$ cat config.mk
export PLATFORM = sky130hd
export DESIGN_NAME = unsigned_restoring_divider_flat
export DESIGN_NICKNAME = d
export VERILOG_FILES = /design/src/rtl/div_pkg.sv /design/src/rtl/unsigned_restoring_divider_if.sv /design/src/rtl/div_sub.sv /design/src/rtl/unsigned_restoring_divider.sv /design/src/flat_wrapper.sv
export SDC_FILE = /design/constraint.sdc
export NUM_CORES = 1
export LEC_CHECK = 0
export ABC_AREA = 1
export BUFFER_PORTS_ARGS = -buffer_cell sky130_fd_sc_hd__buf_2
export CAP_MARGIN = 20
export CORE_ASPECT_RATIO = 1.4
export CORE_MARGIN = 5
export CORE_UTILIZATION = 62
export CTS_BUF_LIST = sky130_fd_sc_hd__clkbuf_16
export CTS_CLUSTER_DIAMETER = 30
export DETAILED_ROUTE_END_ITERATION = 12
export PLACE_DENSITY = 0.92
export REMOVE_ABC_BUFFERS = 1
export SYNTH_ARGS = -nofsm -noshare
export SYNTH_HDL_FRONTEND = slang
export SYNTH_SLANG_ARGS = --single-unit
$ cat constraint.sdc
create_clock -name clk -period 7.1 [get_ports clk]
set_input_delay 0 -clock clk [delete_from_list [all_inputs] [get_ports clk]]
set_output_delay 0 -clock clk [all_outputs]
set_load 0.05 [all_outputs]
$ cat src/rtl/div_pkg.sv
// Shared types and constants for the unsigned restoring divider.
package div_pkg;

    localparam int DIV_WIDTH_DEFAULT = 32;
    localparam logic [DIV_WIDTH_DEFAULT-1:0] DIV_ZERO_QUOTIENT = '1;

    typedef enum logic [1:0] {
        IDLE,
        RUN,
        DONE
    } div_state_e;

endpackage

$ cat src/rtl/unsigned_restoring_divider_if.sv
// Request/result bundle between a requester and the divider.
interface unsigned_restoring_divider_if
    import div_pkg::*;
#(
    parameter int WIDTH = DIV_WIDTH_DEFAULT
);
    logic             start;
    logic [WIDTH-1:0] dividend;
    logic [WIDTH-1:0] divisor;
    logic             busy;
    logic             rdy;
    logic             div_by_zero;
    logic [WIDTH-1:0] quotient;
    logic [WIDTH-1:0] remainder;

    modport master (
        output start, dividend, divisor,
        input  busy, rdy, div_by_zero, quotient, remainder
    );

    modport slave (
        input  start, dividend, divisor,
        output busy, rdy, div_by_zero, quotient, remainder
    );
endinterface

$ cat src/rtl/div_sub.sv
// (W+1)-bit subtractor using the ALU carry convention: borrow = ~carry(a + ~b + 1).
module div_sub #(
    parameter int N = 33
) (
    input  logic [N-1:0] a,
    input  logic [N-1:0] b,
    output logic [N-1:0] diff,
    output logic         borrow
);
    logic [N:0] sum;

    assign sum    = {1'b0, a} + {1'b0, ~b} + {{N{1'b0}}, 1'b1};
    assign diff   = sum[N-1:0];
    assign borrow = ~sum[N];
endmodule

$ cat src/rtl/unsigned_restoring_divider.sv
// Sequential unsigned restoring divider, one quotient bit per cycle.
// Quotient feeds LO and remainder feeds HI for DIVU-class instructions.
module unsigned_restoring_divider
    import div_pkg::*;
#(
    parameter int WIDTH = DIV_WIDTH_DEFAULT
) (
    input  logic clk,
    input  logic rst,
    unsigned_restoring_divider_if.slave bus
);
    localparam int CNT_W = $clog2(WIDTH) + 1;
    localparam logic [WIDTH-1:0] ZERO_Q = {WIDTH{DIV_ZERO_QUOTIENT[0]}};

    div_state_e         state;
    logic [2*WIDTH:0]   rq;
    logic [WIDTH-1:0]   dreg;
    logic [CNT_W-1:0]   cnt;
    logic               dbz;

    logic [2*WIDTH:0]   s;
    logic [WIDTH:0]     diff;
    logic               borrow;
    logic [2*WIDTH:0]   rq_next;

    assign s = rq << 1;

    div_sub #(.N(WIDTH + 1)) u_sub (
        .a      (s[2*WIDTH:WIDTH]),
        .b      ({1'b0, dreg}),
        .diff   (diff),
        .borrow (borrow)
    );

    // On a successful subtract the new quotient bit lands in the vacated LSB.
    assign rq_next = borrow ? s : {diff, s[WIDTH-1:1], 1'b1};

    always_ff @(posedge clk or posedge rst) begin
        if (rst) begin
            state <= IDLE;
            rq    <= '0;
            dreg  <= '0;
            cnt   <= '0;
            dbz   <= 1'b0;
        end else begin
            case (state)
                IDLE, DONE: begin
                    if (bus.start) begin
                        if (bus.divisor == '0) begin
                            // Result is preloaded so DONE reads it straight out of rq.
                            state <= DONE;
                            dbz   <= 1'b1;
                            rq    <= {1'b0, bus.dividend, ZERO_Q};
                        end else begin
                            state <= RUN;
                            dbz   <= 1'b0;
                            rq    <= {{(WIDTH + 1){1'b0}}, bus.dividend};
                            dreg  <= bus.divisor;
                            cnt   <= '0;
                        end
                    end
                end
                RUN: begin
                    rq  <= rq_next;
                    cnt <= cnt + 1'b1;
                    if (cnt == CNT_W'(WIDTH - 1))
                        state <= DONE;
                end
                default: state <= IDLE;
            endcase
        end
    end

    assign bus.busy        = (state == RUN);
    assign bus.rdy         = (state == DONE);
    assign bus.div_by_zero = dbz;
    assign bus.quotient    = rq[WIDTH-1:0];
    assign bus.remainder   = rq[2*WIDTH-1:WIDTH];
endmodule

$ cat src/flat_wrapper.sv
// flat-port wrapper written by rule: the top's interface ports become plain ports
module unsigned_restoring_divider_flat import div_pkg::*;
#(
    parameter int WIDTH = DIV_WIDTH_DEFAULT
)
  (clk, rst, bus_start, bus_dividend, bus_divisor, bus_busy, bus_rdy, bus_div_by_zero, bus_quotient, bus_remainder);
  unsigned_restoring_divider_if #(.WIDTH(WIDTH)) bus_i ();
  input  logic clk;
  input  logic rst;
  input wire logic [$bits(bus_i.start)-1:0] bus_start;
  input wire logic [$bits(bus_i.dividend)-1:0] bus_dividend;
  input wire logic [$bits(bus_i.divisor)-1:0] bus_divisor;
  output wire logic [$bits(bus_i.busy)-1:0] bus_busy;
  output wire logic [$bits(bus_i.rdy)-1:0] bus_rdy;
  output wire logic [$bits(bus_i.div_by_zero)-1:0] bus_div_by_zero;
  output wire logic [$bits(bus_i.quotient)-1:0] bus_quotient;
  output wire logic [$bits(bus_i.remainder)-1:0] bus_remainder;
  assign bus_i.start = bus_start;
  assign bus_i.dividend = bus_dividend;
  assign bus_i.divisor = bus_divisor;
  assign bus_busy = bus_i.busy;
  assign bus_rdy = bus_i.rdy;
  assign bus_div_by_zero = bus_i.div_by_zero;
  assign bus_quotient = bus_i.quotient;
  assign bus_remainder = bus_i.remainder;
  unsigned_restoring_divider #(.WIDTH(WIDTH)) u_core (.clk(clk), .rst(rst), .bus(bus_i));
endmodule
==> impl_metrics.yaml <==
status:
  status: "finished clean"
place:
  gp_congestion: 0.992
  place_hpwl_um: 17500
  placed_cells: 1420
  port_buffers: 133
clock_network:
  cts_made_buffers: 9
  post-cts-setup-buffers: 0
  cts.clk_slew.worst_paths_ps: 80
  cts-root-buf: "clkbuf_16"
  clkSinkCount: 105
  cts.path.max_buffers: 2
  cts_tree: "yes"
  hold_buffers: 41
  cts_max_level: 3
  clk_latency_ps: 360
  ctsResizeCount: 0
floorplanning:
  boundaryPins: 134
  core_area_mm2: 0.0123
  initial_core_util_pct: 63.4
  die_area_mm2: 0.0150
  die_w_um: 105
  die-height_um: 143
  fp-row-count: 48
sta:
  setup_viol: 0
  fin_crit_sh_pct: 47.0
  hold_viol_final: 0
  fmax_ghz: 0.300
  fin_crit_ps: 3340
  tightest_slew_ps: 1060
  skew_ps: 16.1
  slew_headroom_pct: 29.4
  rsz0062_at_grt: "false"
  maxSlewViolCount: 0
detailed_routing:
  via_count: 8398
  wirelength_um: 24500
  wl_per_cell_um: 16.6
  drt-vias-per-instance: 5.68
  drt_iter0_drc: 660
  drt_first_pass_iters: 6
  ant_nets: 0
  drc_errors: 0
yosys:
  async_flop_share_pct: 100
  netlist_top_cells_area: "dfrtp_1, nand2_1, inv_1"
  synth_cell_types: 37
  synth_flop_cell: "dfrtp_1"
  synthesis.area_mm2: 0.00780
  synth_cells: 1175
  seq_area_frac_synth_pct: 33.7
  yosysTopAreaCellShare_pct: 33.7
  synth_edf_count: 0
  ys_seq_elements: 105
  syn_area_per_cell_um2: 6.64
  yosys.area.top_type: "dfrtp_1"
  synth_warnings: 0
critical_path:
  ff2ff_setup_slack_ps: 3760
  path_max_fanout: 97
  cp_slowest_cell: "nand2_4"
  endpoint_kind: "flip-flop"
  crit_end: "u_core.rq[59]"
  r2r_start: "u_core.state[0]"
  arrival_ps: 3620
  timing.rr.end: "u_core.rq[59]"
  critPathKind: "reg -> reg"
  crit_chain: "inv_1 -> nor2_4 -> buf_4 -> inv_2 -> buf_4 -> nand2_4 -> nand2_1 -> buf_16 -> nand2_1 -> a21oi_1"
  cpPeakStageDelay_ps: 700
  start_kind: "flip-flop"
  startpoint: "u_core.state[0]"
  r2r_cells: 10
  required_ps: 7380
cells_and_area:
  nNetsFinal: 1424
  antenna_cells: 0
  stdcell_count: 1478
  drive_above_1_share_pct: 14.7
  syn2layout_area_growth_pct: 18.5
  n_fill_cell: 918
  mostFrequentLayoutCell: "nand2_1"
  layout_common_cells: "nand2_1, inv_1, buf_2"
worst_hold_path:
  hold_class: "in -> reg"
global_routing:
  grt_start_max_net_pins: 98
  grt_usage_pct: 32.5
  grt_pass1_vias: 8180
  grt_pass1_wl_um: 39900
  antenna_found_initial: 0
  overflow: 0
flow_run:
  maxCapViolations: 0
==> metrics by stage <==
stage	util, %	setup TNS [ps]	instance area, um2	hold WS [ps]	setup WS (ps)
floorplan	-	-13730	7580	117	-566
global placement	69.0	0	8490	157	3560
detailed placement	69.0	0	8490	164	3460
CTS	74.8	0	9210	0.390	3430
global route	75.1	0	9240	17.3	3540
finish	75.1	0	9240	1.29	3760
==> cell type report <==
class	count	area [um2]	area share [%]
Clock inverter	7	86.3	0.934
Inverter	217	817	8.84
Clock buffer	9	225	2.44
Tap cell	150	188	2.03
Sequential cell	105	2630	28.4
Timing Repair Buffer	179	1130	12.3
Multi-Input combinational cell	811	4160	45.1
==> worst min path at each step <==
stage,startpoint,end,slack [ps],cells past startpoint
after floorplan,bus_divisor[0],u_core.dreg[0],120,2
after global placement,rst,u_core.rq[27],160,2
after detailed placement,rst,u_core.rq[27],160,2
after CTS,bus_dividend[27],u_core.rq[27],0.4,4
after global routing,bus_dividend[15],u_core.rq[15],20,4
final,bus_dividend[27],u_core.rq[27],1,4
==> routing by layer <==
metal  track usage [%]  part of all wire [%]  vias to the layer above
met4              13.3                   4.4                        0
met5                 0                     0                        -
li1                  -                     -                     4004
met3              5.97                   8.4                      105
met1              40.9                    39                     3817
met2              55.3                    49                      472
==> cell usage after synthesis, types with 18 or more instances <==
| library cell | instances |
|---|---|
| a21oi_1 | 45 |
| a31o_1 | 24 |
| nor2_1 | 87 |
| dfrtp_1 | 105 |
| ha_1 | 33 |
| nand2_1 | 372 |
| nand3b_1 | 22 |
| o21ai_1 | 32 |
| o22ai_1 | 27 |
| clkbuf_1 | 18 |
| inv_1 | 212 |
| nand3_1 | 74 |
==> worst max-delay path: cells and delay by family (launching register included) <==
family,cells,cell delay [ps]
and+or+nand+nor,4,1370
AOI/OAI and AO/OA,1,160
buffers and inverters,5,1280
DFF,1,400
==> flip-flops by register name (all words and copies together) (netlist names) <==
name,flops
u_core.bus.div_by_zero,1
u_core.dreg,32
u_core.cnt,6
u_core.rq,64
u_core.state,2
==> kinds of logic after synthesis <==
logic type	after synthesis	synth area share, %
compound gates	159	12.8
xor+xnor	15	1.68
fa+ha+maj	34	5.55
buf+inv	259	13.2
flops	105	33.7
simple gates	603	33.0
Power is not shown: default switching activity piles up to over one toggle a cycle in this logic, so the estimate is an artifact.
